`config.mk`:
```
export PLATFORM = sky130hd
export DESIGN_NAME = uart_rx_frame_flat
export DESIGN_NICKNAME = d
export VERILOG_FILES = /design/src/rtl/uart_rx_frame_if.sv /design/src/rtl/uart_rx_frame.sv /design/src/flat_wrapper.sv
export SDC_FILE = /design/constraint.sdc
export NUM_CORES = 1
export LEC_CHECK = 0
export CORE_UTILIZATION = 54
export DETAILED_ROUTE_END_ITERATION = 10
export GPL_TIMING_DRIVEN = 0
export PLACE_DENSITY_LB_ADDON = 0.25
export SLEW_MARGIN = 25
export SYNTH_ARGS = -nofsm -noshare
export SYNTH_HDL_FRONTEND = slang
export SYNTH_SLANG_ARGS = --single-unit
```
`constraint.sdc`:
```
create_clock -name CLK -period 3.4 [get_ports CLK]
set_clock_uncertainty 0.15 [all_clocks]
set_input_delay 1.02 -clock CLK [delete_from_list [all_inputs] [get_ports CLK]]
set_output_delay 1.02 -clock CLK [all_outputs]
set_load 0.01 [all_outputs]
```
`src/rtl/uart_rx_frame_if.sv`:
```
// rtl/uart_rx_frame_if.sv - receive-side output bundle of the UART frame receiver
// Signals:
//   P_DATA       last good payload, LSB received first
//   Data_Valid   one-cycle pulse, P_DATA is new
//   Parity_Error one-cycle pulse, received parity bit mismatched
//   Stop_Error   one-cycle pulse, stop bit sampled 0
//   Busy         high while a frame is in progress
// Modports: master = receiver (drives), slave = consumer (observes).
interface uart_rx_frame_if #(
    parameter int DATA_WIDTH = 8
);
    logic [DATA_WIDTH-1:0] P_DATA;
    logic                  Data_Valid;
    logic                  Parity_Error;
    logic                  Stop_Error;
    logic                  Busy;

    modport master (
        output P_DATA,
        output Data_Valid,
        output Parity_Error,
        output Stop_Error,
        output Busy
    );

    modport slave (
        input P_DATA,
        input Data_Valid,
        input Parity_Error,
        input Stop_Error,
        input Busy
    );
endinterface

```
`src/rtl/uart_rx_frame.sv`:
```
// rtl/uart_rx_frame.sv - oversampling UART receiver, serial frame to parallel word
// Optional feature macro: UART_RX_MAJORITY_SAMPLE_EN
//   defined   : bit value is the 2-of-3 majority of samples at Prescale/2-1, /2, /2+1
//   undefined : bit value is the single sample at Prescale/2
//   Decision timing and latency are identical in both builds.
// Ports:
//   CLK      RX oversampling clock (Prescale x baud), rising edge
//   RST      asynchronous active-high reset
//   RX_IN    synchronised serial line, idles high
//   PAR_EN   frame carries a parity bit (latched at start detect)
//   PAR_TYP  0 = even, 1 = odd parity (latched at start detect)
//   Prescale oversampling ratio 8/16/32 (latched at start detect)
//   rx_bus   uart_rx_frame_if.master: P_DATA, Data_Valid, Parity_Error, Stop_Error, Busy
module uart_rx_frame #(
    parameter int DATA_WIDTH = 8
) (
    input  logic            CLK,
    input  logic            RST,
    input  logic            RX_IN,
    input  logic            PAR_EN,
    input  logic            PAR_TYP,
    input  logic [5:0]      Prescale,
    uart_rx_frame_if.master rx_bus
);
    localparam int BW = (DATA_WIDTH > 1) ? $clog2(DATA_WIDTH) : 1;
    localparam logic [BW-1:0] LAST_BIT = BW'(DATA_WIDTH - 1);

    typedef enum logic [2:0] {
        IDLE   = 3'd0,
        START  = 3'd1,
        DATA   = 3'd2,
        PARITY = 3'd3,
        STOP   = 3'd4,
        DONE   = 3'd5
    } state_t;

    state_t                state;
    logic [5:0]            edge_cnt;
    logic [BW-1:0]         bit_cnt;
    logic [5:0]            pres_q;
    logic                  par_en_q;
    logic                  par_typ_q;
    logic                  par_err;
    logic                  stop_err;
    logic [DATA_WIDTH-1:0] shift;
    logic [DATA_WIDTH-1:0] p_data;
    logic                  data_valid;
    logic                  parity_error;
    logic                  stop_error;
    logic                  busy;
    logic                  smp_mid;
    logic                  sampled;
    logic                  vote;

    logic [5:0]            mid;
    logic [5:0]            mid_p1;
    logic [5:0]            last_edge;
    logic                  bit_end;
    logic                  par_expect;

    assign mid       = pres_q >> 1;
    assign mid_p1    = mid + 6'd1;
    assign last_edge = pres_q - 6'd1;
    assign bit_end   = (edge_cnt == last_edge);
    assign par_expect = par_typ_q ? ~^shift : ^shift;

`ifdef UART_RX_MAJORITY_SAMPLE_EN
    logic       smp_early;
    logic [5:0] mid_m1;
    assign mid_m1 = mid - 6'd1;
    // Third vote is the live line at Prescale/2+1, the same edge the result is registered.
    assign vote = (smp_early & smp_mid) | (smp_early & RX_IN) | (smp_mid & RX_IN);
`else
    assign vote = smp_mid;
`endif

    always_ff @(posedge CLK or posedge RST) begin
        if (RST) begin
            state        <= IDLE;
            edge_cnt     <= '0;
            bit_cnt      <= '0;
            pres_q       <= '0;
            par_en_q     <= 1'b0;
            par_typ_q    <= 1'b0;
            par_err      <= 1'b0;
            stop_err     <= 1'b0;
            shift        <= '0;
            p_data       <= '0;
            data_valid   <= 1'b0;
            parity_error <= 1'b0;
            stop_error   <= 1'b0;
            busy         <= 1'b0;
            smp_mid      <= 1'b1;
            sampled      <= 1'b1;
`ifdef UART_RX_MAJORITY_SAMPLE_EN
            smp_early    <= 1'b1;
`endif
        end else begin
            data_valid   <= 1'b0;
            parity_error <= 1'b0;
            stop_error   <= 1'b0;

            // Mid-bit sampling runs in every bit-timed state.
            if (state != IDLE && state != DONE) begin
`ifdef UART_RX_MAJORITY_SAMPLE_EN
                if (edge_cnt == mid_m1) smp_early <= RX_IN;
`endif
                if (edge_cnt == mid)    smp_mid   <= RX_IN;
                if (edge_cnt == mid_p1) sampled   <= vote;
                edge_cnt <= bit_end ? 6'd0 : edge_cnt + 6'd1;
            end

            case (state)
                IDLE: begin
                    if (!RX_IN) begin
                        state     <= START;
                        edge_cnt  <= '0;
                        bit_cnt   <= '0;
                        pres_q    <= Prescale;
                        par_en_q  <= PAR_EN;
                        par_typ_q <= PAR_TYP;
                        par_err   <= 1'b0;
                        stop_err  <= 1'b0;
                        busy      <= 1'b1;
                    end
                end

                START: begin
                    if (bit_end) begin
                        if (sampled) begin
                            // Line was back high at mid-bit: a glitch, not a start bit.
                            state <= IDLE;
                            busy  <= 1'b0;
                        end else begin
                            state <= DATA;
                        end
                    end
                end

                DATA: begin
                    if (bit_end) begin
                        shift   <= {sampled, shift[DATA_WIDTH-1:1]};
                        bit_cnt <= bit_cnt + 1'b1;
                        if (bit_cnt == LAST_BIT) begin
                            bit_cnt <= '0;
                            state   <= par_en_q ? PARITY : STOP;
                        end
                    end
                end

                PARITY: begin
                    if (bit_end) begin
                        par_err <= (sampled != par_expect);
                        state   <= STOP;
                    end
                end

                STOP: begin
                    if (bit_end) begin
                        stop_err <= !sampled;
                        state    <= DONE;
                    end
                end

                DONE: begin
                    state        <= IDLE;
                    busy         <= 1'b0;
                    parity_error <= par_err;
                    stop_error   <= stop_err;
                    if (!par_err && !stop_err) begin
                        p_data     <= shift;
                        data_valid <= 1'b1;
                    end
                end

                default: begin
                    state <= IDLE;
                    busy  <= 1'b0;
                end
            endcase
        end
    end

    assign rx_bus.P_DATA       = p_data;
    assign rx_bus.Data_Valid   = data_valid;
    assign rx_bus.Parity_Error = parity_error;
    assign rx_bus.Stop_Error   = stop_error;
    assign rx_bus.Busy         = busy;
endmodule

```
`src/flat_wrapper.sv`:
```
// flat-port wrapper written by rule: the top's interface ports become plain ports
module uart_rx_frame_flat 
#(
    parameter int DATA_WIDTH = 8
)
  (CLK, RST, RX_IN, PAR_EN, PAR_TYP, Prescale, rx_bus_P_DATA, rx_bus_Data_Valid, rx_bus_Parity_Error, rx_bus_Stop_Error, rx_bus_Busy);
  uart_rx_frame_if #(.DATA_WIDTH(DATA_WIDTH)) rx_bus_i ();
  input  logic CLK;
  input  logic RST;
  input  logic RX_IN;
  input  logic PAR_EN;
  input  logic PAR_TYP;
  input  logic [5:0] Prescale;
  output wire logic [$bits(rx_bus_i.P_DATA)-1:0] rx_bus_P_DATA;
  output wire logic [$bits(rx_bus_i.Data_Valid)-1:0] rx_bus_Data_Valid;
  output wire logic [$bits(rx_bus_i.Parity_Error)-1:0] rx_bus_Parity_Error;
  output wire logic [$bits(rx_bus_i.Stop_Error)-1:0] rx_bus_Stop_Error;
  output wire logic [$bits(rx_bus_i.Busy)-1:0] rx_bus_Busy;
  assign rx_bus_P_DATA = rx_bus_i.P_DATA;
  assign rx_bus_Data_Valid = rx_bus_i.Data_Valid;
  assign rx_bus_Parity_Error = rx_bus_i.Parity_Error;
  assign rx_bus_Stop_Error = rx_bus_i.Stop_Error;
  assign rx_bus_Busy = rx_bus_i.Busy;
  uart_rx_frame #(.DATA_WIDTH(DATA_WIDTH)) u_core (.CLK(CLK), .RST(RST), .RX_IN(RX_IN), .PAR_EN(PAR_EN), .PAR_TYP(PAR_TYP), .Prescale(Prescale), .rx_bus(rx_bus_i));
endmodule
```
==> results.cfg, run 1 <==
[outcome]
status = finished clean

[floorplan]
start_util_pct = 57.56
fp-row-count = 23
die_area_mm2 = 0.004624
die_w_um = 68
fp.dieH_um = 68
boundaryPins = 23
coreArea_mm2 = 0.004086

[cts]
numCtsBuffers = 5
cts.sinks = 44
cts_buffer_depth = 2
cts_max_level = 2
clockRootBuffer = clkbuf_8
clock_latency_ps = 300
tritoncts = done
cts.clk_slew.worst_paths_ps = 80
holdBufCountCts = 0
post_cts_resized = 0
post_cts_buffers = 0

[synth]
synth_compound_area_share_pct = 8.404
yosys.area_share.xor_xnor_pct = 10.43
yosys-top-cells-area = dfrtp_1 45%, nand2_1 8.1%, xnor2_1 6.7%
synthArstFlopShare_pct = 100.0
synth_largest_area_cell = dfrtp_1
synth_edf_count = 0
netlist_area_mm2 = 0.002352
synth_fp_nets = 257
synth_simple_gate_area_share_pct = 20.00
synth_area_per_cell_um2 = 9.801
seq_area_frac_synth_pct = 46.91
ys_seq_elements = 44
synth.mux.area_fraction_pct = 7.181
synth_ff_type = dfrtp_1
syn_inst = 240
ys_warn_count = 0
synth.distinct_cells = 43
yosys.area_share.adder_pct = 3.191
synth_top_family_by_area = simple AND/OR/NAND/NOR gates
synth_top_area_share_pct = 44.68

[setup_path]
required_ps = 3440
cp-start-kind = flip-flop
reg2reg_depth = 8
rr_startpoint = u_core.pres_q[0]
arrival_ps = 2830
crit_fanout = 10
rr_endpoint = u_core.shift[4]
r2r_setup_slack_ps = 610
endpoint_kind = flip-flop
critical_path_class = reg -> reg

[min_path]
hp-class = reg -> reg
holdCritStartpoint = u_core.rx_bus.P_DATA[7]
min_to = u_core.rx_bus.P_DATA[7]
min_path_cells = 2

[sta]
tightest_slew_ps = 957.8
worst_slew_margin_rel_pct = 34.49
grt_setup_unrepaired = false
timing.final.ws_setup_ps = 610.0
fin_setup_tns_ps = 0
post-route-period-util_pct = 82.06
hold_slack_ps = 328.6
setup_viol = 0
hold_viol_final = 0
fmax_ghz = 0.3584
slew_viol_final = 0
finalCriticalPeriod_ps = 2790

[route]
drt-vias-per-instance = 5.622
drt_iter0_markers = 156
wirelength_um = 4454
avgRoutedWirePerCell_um = 13.92
drc = 0
first_pass_iters = 4
vias = 1799
antenna_left = 0

[place]
dp_worst_setup_slack_ps = 345.5
port_buffers = 22
place.gp.congestion = 0.8248
dp_hpwl_um = 3161

[pwr]
power.density_mw_per_mm2 = 738.7
p_leak_nw = 1.277
power.total_mw = 2.026
ir_drop_uv = 537.3

[cells_and_area]
nFillCells = 323
antenna_cells = 0
area_growth_pct = 16.60
final_util_pct = 67.12
finalNetCount = 287
drive_above_1_share_pct = 11.85

[flow_run]
cap_violations = 0

[global_route]
grt_pass1_vias = 1642
antenna_found_initial = 0
grtUsageTotal_pct = 23.00
grt-ovfl-total = 0
grt_start_max_net_pins = 32
grt_pass1_wl_um = 7721
[worst max-delay path by stage]
stage | startpoint | to | slack (ps) | cells past startpoint
2_1_floorplan | u_core.pres_q[0] | u_core.shift[0] | 770 | 8
3_3_place_gp | RX_IN | u_core.pres_q[1] | -20 | 4
3_5_place_dp | RX_IN | u_core.pres_q[2] | 350 | 4
4_1_cts | u_core.pres_q[0] | u_core.shift[4] | 610 | 8
5_1_grt | u_core.pres_q[0] | u_core.par_err | 410 | 7
6_report | u_core.pres_q[0] | u_core.shift[4] | 610 | 8
[state kept, by name, indices dropped and copies added, names as in the netlist, 3 cells and up]
signal	cells
u_core.pres_q	6
u_core.edge_cnt	6
u_core.state	3
u_core.bit_cnt	3
u_core.shift	8
u_core.rx_bus.P_DATA	8
[report_power, final]
group | total, mW | internal, mW | leakage (nW) | switching, mW
Sequential | 0.783 | 0.662 | 0.571 | 0.121
Clock | 0.316 | 0.139 | 0.0400 | 0.177
Combinational | 0.928 | 0.419 | 0.665 | 0.509
Total | 2.03 | 1.22 | 1.28 | 0.807
[cells by family after synthesis]
| kind of cell | count (synthesis) |
|---|---|
| AO/OA/AOI/OAI | 30 |
| adder cells (fa/ha/maj) | 6 |
| flip-flops | 44 |
| multiplexers | 13 |
| AND/OR/NAND/NOR | 99 |
| XOR/XNOR | 28 |
| buffers and inverters | 20 |
[area by class of cell]
| cell class | count | area, µm² | area share [%] |
|---|---|---|---|
| buffer | 12 | 61.31 | 2.235 |
| clock buffer | 5 | 68.82 | 2.509 |
| clock inverter | 2 | 12.51 | 0.4562 |
| inverter | 8 | 30.03 | 1.095 |
| multi-input combinational | 176 | 1164 | 42.43 |
| sequential | 44 | 1104 | 40.24 |
| tap | 50 | 62.56 | 2.281 |
| timing repair buffer | 23 | 240.2 | 8.759 |
[layout by cell type, fill, tap and decap left out, types with 2 or more instances in the layout]
cell type / Yosys / routed
a2111oi_0: 2 / 2
a21oi_1: 6 / 6
and3_1: 6 / 6
buf_2: 3 / 3
clkbuf_1: 6 / 6
clkbuf_8: 0 / 5
clkdlybuf4s50_1: 0 / 22
dfrtp_1: 42 / 42
dfstp_2: 2 / 2
ha_1: 6 / 6
inv_1: 7 / 6
mux2_2: 3 / 3
mux2_4: 7 / 7
mux2i_1: 3 / 3
nand2_1: 51 / 51
nand2b_1: 5 / 5
nand3_1: 10 / 10
nand4_1: 2 / 2
nor2_1: 9 / 9
nor2b_1: 3 / 3
nor3_1: 3 / 3
nor4_1: 4 / 3
o21ai_0: 11 / 11
o31ai_1: 2 / 2
xnor2_1: 18 / 18
xor2_1: 10 / 10
[critical path: stages (launching register included)]
cell and delay, ps:
dfrtp_1 420, inv_1 80, ha_1 250, o21ba_2 210
a221o_1 350, a2111o_1 410, or3_4 350, buf_6 170
mux2_4 300
[synth_stat cells, drive strengths merged (3+ instances only)]
library cell / number
buf: 5
clkbuf: 7
mux2: 10
nor4: 4
inv: 7
ha: 6
xor2: 10
nand2: 51
mux2i: 3
xnor2: 18
nand2b: 5
a21oi: 6
nor3: 3
nor2b: 3
nor2: 9
and3: 6
dfrtp: 42
o21ai: 11
nand3: 10
[stage by stage]
step | std cells | area [µm²]
3_3_place_gp | 312 | 2635
6_report | 320 | 2743
5_1_grt | 320 | 2743
4_1_cts | 320 | 2743
2_1_floorplan | 240 | 2352
3_5_place_dp | 313 | 2661
[metal layers]
metal | up-vias | wire [µm] | global-route usage, %
li1 | 875 | - | -
met1 | 881 | 2183 | 34.08
met2 | 38 | 2045 | 32.23
met3 | 5 | 175 | 5.500
met4 | 0 | 50 | 8.594
met5 | - | 0 | 0
Note: power is estimated with default switching activity, not from simulation.
==> run 2, diff against run 1 <==
--- a/config.mk
+++ b/config.mk
@@ -5,7 +5,7 @@
 export SDC_FILE = /design/constraint.sdc
 export NUM_CORES = 1
 export LEC_CHECK = 0
-export CORE_UTILIZATION = 54
+export CORE_UTILIZATION = 51
 export DETAILED_ROUTE_END_ITERATION = 10
 export GPL_TIMING_DRIVEN = 0
 export PLACE_DENSITY_LB_ADDON = 0.25
==> constraint.sdc (replaced) <==
create_clock -name CLK -period 2.47 [get_ports CLK]
set_clock_uncertainty 0.15 [all_clocks]
set_input_delay 0.741 -clock CLK [delete_from_list [all_inputs] [get_ports CLK]]
set_output_delay 0.741 -clock CLK [all_outputs]
set_load 0.01 [all_outputs]
==> results.cfg, run 2 (same netlist as run 1, synthesis figures left out) <==
[outcome]
status = finished, violations left
violations = setup timing

[place]
port_buffers = 22
dp_worst_setup_slack_ps = -364.1
place.gp.congestion = 0.8589
dp_hpwl_um = 3185
place_area_mm2 = 0.002674
dpl.cell_count = 315

[sta]
fin_setup_tns_ps = -1422
hold_viol_final = 0
fmax_ghz = 0.3812
post-route-period-util_pct = 106.2
timing.final.ws_setup_ps = -153.2
slew_viol_final = 0
grt_setup_unrepaired = true
worst_slew_margin_rel_pct = 50.53
finalCriticalPeriod_ps = 2623
hold_slack_ps = 331.1
setup_viol = 11
tightest_slew_ps = 740.2

[floorplan]
fp-row-count = 24
die_area_mm2 = 0.004888
boundaryPins = 23
fp.dieH_um = 69.92
die_w_um = 69.92
start_util_pct = 53.65
coreArea_mm2 = 0.004384

[cts]
cts_max_level = 2
clockRootBuffer = clkbuf_8
cts.sinks = 44
clock_latency_ps = 290
cts_buffer_depth = 2
cts.clk_slew.worst_paths_ps = 80
tritoncts = done
numCtsBuffers = 5

[route]
drc = 0
antenna_left = 0
wirelength_um = 4629
route.met2.wl_um = 2022
met3_length_um = 189
drt_iter0_markers = 115
vias = 1808
avgRoutedWirePerCell_um = 14.07
topRoutingLayerUsed = met4
drt-vias-per-instance = 5.495
first_pass_iters = 4
drt-met1-wl_um = 2343

[setup_path]
critical_path_class = reg -> reg
reg2reg_depth = 8
path_delay_family = compound AO/OA/AOI/OAI gates
arrival_ps = 2660
crit_chain = inv_2, ha_4, o21ba_4, a221o_1, a2111o_1, or3_4, buf_12, mux2_4
endpoint_kind = flip-flop
required_ps = 2500
crit_cells = 8
worst_path_largest_cell_delay_ps = 400
crit_fanout = 9
crit_buf_inv = 2
critPathSlowestCell = a2111o_1
cp-start-kind = flip-flop

[cells_and_area]
final_cells = 329
antenna_cells = 0
regArea_mm2 = 0.001104
layout_common_cells = 51 x nand2_1, 42 x dfrtp_1, 22 x clkdlybuf4s50_1, 18 x xnor2_1, 11 x o21ai_0
area_growth_pct = 21.76
drive_above_1_share_pct = 15.16
multi_input_area_mm2 = 0.001195
final_util_pct = 65.33
nFillCells = 355
finalNetCount = 293
fin_area_mm2 = 0.002864
mostFrequentLayoutCell = nand2_1

[min_path]
min_path_cells = 2
hp-class = reg -> reg

[pwr]
ir_drop_uv = 715.9
p_leak_nw = 1.329
power.density_mw_per_mm2 = 1053
power.total_mw = 3.014

[global_route]
antenna_found_initial = 0
grt_start_max_net_pins = 24
grt_pass1_wl_um = 8135
grt_pass1_vias = 1739
grt-ovfl-total = 0
grtUsageTotal_pct = 21.15

[flow_run]
cap_violations = 0
==> run 2: what timing repair did <==
item | CTS | global route
cloned | 0 | 0
setup buffers | 5 | 1
pin swaps | 0 | 0
endpoints found under the setup margin | 25 | 20
resized for setup | 9 | 0
endpoints found under the hold margin | 0 | 0
hold buffers | 0 | 0
==> run 2: cell type report <==
cell class / instances / area share [%]
flip-flops and latches: 44 / 38.53
plain buffers: 12 / 2.446
repair buffers: 29 / 10.22
multi-input cells: 176 / 41.72
clock inverters: 2 / 1.223
well taps: 52 / 2.272
inverters: 8 / 1.048
clock buffers: 6 / 2.534
==> run 2: path summary, 6_finish.rpt <==
kind / start / to / slack, ps
worst max register to register: u_core.pres_q[1] / u_core.shift[3] / -150
worst max-delay path: u_core.pres_q[1] / u_core.shift[3] / -150
max in group asynchronous: RST / u_core.sampled / 940
min in group asynchronous: RST / u_core.rx_bus.Parity_Error / 660
worst min-delay path: u_core.rx_bus.P_DATA[5] / u_core.rx_bus.P_DATA[5] / 330
worst min register to register: u_core.rx_bus.P_DATA[5] / u_core.rx_bus.P_DATA[5] / 330
==> run 2: power breakdown <==
group          switching (mW)  internal (mW)  total, mW  leakage [nW]
Combinational           0.747          0.653       1.40         0.703
Sequential              0.163          0.910       1.07         0.571
Clock                   0.240          0.300      0.540        0.0552
==> run 2: worst reg2reg max path, delay by kind of cell (launching register included) <==
| family | cells | cell delay [ps] |
|---|---|---|
| muxes | 1 | 300 |
| buffers and inverters | 2 | 220 |
| AOI/OAI and AO/OA | 3 | 940 |
| and+or+nand+nor | 1 | 360 |
| DFF | 1 | 380 |
| adders and majority gates | 1 | 170 |
==> run 2: layer usage <==
layer | vias up | track usage (%)
li1 | 888 | -
met1 | 865 | 30.04
met2 | 47 | 32.59
met3 | 8 | 4.040
met4 | 0 | 7.333
met5 | - | 0
==> run 3, diff against run 2 <==
--- a/config.mk
+++ b/config.mk
@@ -5,7 +5,7 @@
 export SDC_FILE = /design/constraint.sdc
 export NUM_CORES = 1
 export LEC_CHECK = 0
-export CORE_UTILIZATION = 51
+export CORE_UTILIZATION = 54
 export DETAILED_ROUTE_END_ITERATION = 10
 export GPL_TIMING_DRIVEN = 0
 export PLACE_DENSITY_LB_ADDON = 0.25
==> constraint.sdc (replaced) <==
create_clock -name CLK -period 2.8 [get_ports CLK]
set_clock_uncertainty 0.15 [all_clocks]
set_input_delay 0.84 -clock CLK [delete_from_list [all_inputs] [get_ports CLK]]
set_output_delay 0.84 -clock CLK [all_outputs]
set_load 0.01 [all_outputs]
==> results.cfg, run 3 (same netlist as run 1, synthesis figures left out) <==
[outcome]
status = finished clean

[sta]
post-route-period-util_pct = 96.14
tightest_slew_ps = 786.1
slew_viol_final = 0
setup_viol = 0
hold_viol_final = 0
finalCriticalPeriod_ps = 2692
worst_slew_margin_rel_pct = 47.16
grt_setup_unrepaired = false
fmax_ghz = 0.3715
hold_slack_ps = 327.7

[place]
port_buffers = 22
dp_hpwl_um = 3161
place.gp.congestion = 0.8248

[global_route]
grtUsageTotal_pct = 23.00
grt_pass1_wl_um = 7721
grt_start_max_net_pins = 32
grt_pass1_vias = 1642
grt-ovfl-total = 0
antenna_found_initial = 0

[pwr]
power.total_mw = 2.489
p_leak_nw = 1.285
ir_drop_uv = 652.7
power.density_mw_per_mm2 = 901.5

[cts]
tritoncts = done
cts_max_level = 2
cts.sinks = 44
clock_latency_ps = 290
clockRootBuffer = clkbuf_8
cts_buffer_depth = 2
numCtsBuffers = 5
cts.clk_slew.worst_paths_ps = 80

[setup_path]
crit_chain = inv_1, ha_2, o21ba_2, a221o_1, a2111o_1, or3_4, buf_6, mux2_4
required_ps = 2830
endpoint_kind = flip-flop
arrival_ps = 2730
critical_path_class = reg -> reg
crit_fanout = 10
critPathSlowestCell = a2111o_1
path_delay_family = compound AO/OA/AOI/OAI gates
cp-start-kind = flip-flop
worst_path_largest_cell_delay_ps = 420
crit_buf_inv = 2

[min_path]
hp-class = reg -> reg

[floorplan]
fp.dieH_um = 68
coreArea_mm2 = 0.004086
die_area_mm2 = 0.004624
fp-row-count = 23
start_util_pct = 57.56
die_w_um = 68
boundaryPins = 23

[cells_and_area]
antenna_cells = 0
regArea_mm2 = 0.001104
final_util_pct = 67.58
finalNetCount = 289
area_growth_pct = 17.39
layout_common_cells = 51 x nand2_1, 42 x dfrtp_1, 22 x clkdlybuf4s50_1, 18 x xnor2_1, 11 x o21ai_0
mostFrequentLayoutCell = nand2_1
nFillCells = 322
drive_above_1_share_pct = 12.87
multi_input_area_mm2 = 0.001167

[flow_run]
cap_violations = 0

[route]
first_pass_iters = 4
avgRoutedWirePerCell_um = 14.05
drt-vias-per-instance = 5.578
drc = 0
antenna_left = 0
wirelength_um = 4525
vias = 1796
drt_iter0_markers = 163
-- run 3: cell count changes in the layout (fill, tap and decap cells not counted), sizes merged --
| cell | before | now |
|---|---|---|
| buf | 12 | 8 |
| bufinv | 1 | 0 |
| clkinvlp | 0 | 1 |
| clkbuf | 13 | 12 |
-- run 3: worst paths after layout --
| kind | cells after the start | startpoint | endpoint | slack (ps) |
|---|---|---|---|---|
| min | 2 | u_core.rx_bus.P_DATA[7] | u_core.rx_bus.P_DATA[7] | 330 |
| min in group asynchronous | 2 | RST | u_core.rx_bus.Stop_Error | 660 |
| max | 8 | u_core.pres_q[1] | u_core.shift[6] | 110 |
| max reg2reg | 8 | u_core.pres_q[1] | u_core.shift[6] | 110 |
| max in group asynchronous | 3 | RST | u_core.smp_mid | 1310 |
| min reg2reg | 2 | u_core.rx_bus.P_DATA[7] | u_core.rx_bus.P_DATA[7] | 330 |
-- run 3: final cells by class --
cell class,instances,share of cell area [%]
multi-input cells,176,42.27
flip-flops and latches,44,39.96
clock buffers,5,2.492
plain buffers,12,2.220
repair buffers,25,9.243
inverters,8,1.087
clock inverters,2,0.4531
well taps,50,2.266
-- run 3: per-layer routing --
metal  vias up  part of all wire (%)  global-route usage, %
met5         -                     0                      0
met4         0                   1.3                  8.594
met3         6                   4.3                  5.500
met2        45                    45                  32.23
met1       868                    49                  34.08
li1        877                     -                      -
-- run 3: per-stage QoR --
stage	setup TNS (ps)	setup WS, ps	cells	instance area [µm²]
2_1_floorplan	0	165.9	240	2352
3_3_place_gp	-8637	-443.0	312	2635
3_5_place_dp	-458.6	-74.53	313	2661
4_1_cts	0	7.633	320	2743
5_1_grt	0	33.16	322	2761
6_report	0	108.1	322	2761
-- run 3: worst register-to-register path: stages (launching register included) --
cell and delay, ps:
dfrtp_1 360, inv_1 80, ha_2 210, o21ba_2 190, a221o_1 350, a2111o_1 420
or3_4 350, buf_6 170, mux2_4 300
-- run 3: repair_timing --
| action | in CTS | in global routing |
|---|---|---|
| endpoints found under the setup margin | 0 | 13 |
| setup buffers | 0 | 2 |
| gates resized for setup | 0 | 2 |
| hold buffers | 0 | 0 |
-- run 3: report_power, final --
| group | leakage [nW] | internal (mW) | total (mW) | switching (mW) |
|---|---|---|---|---|
| Sequential | 0.571 | 0.803 | 0.941 | 0.138 |
| Clock | 0.0400 | 0.169 | 0.381 | 0.212 |
| Combinational | 0.674 | 0.530 | 1.17 | 0.637 |
| Total | 1.29 | 1.50 | 2.49 | 0.987 |
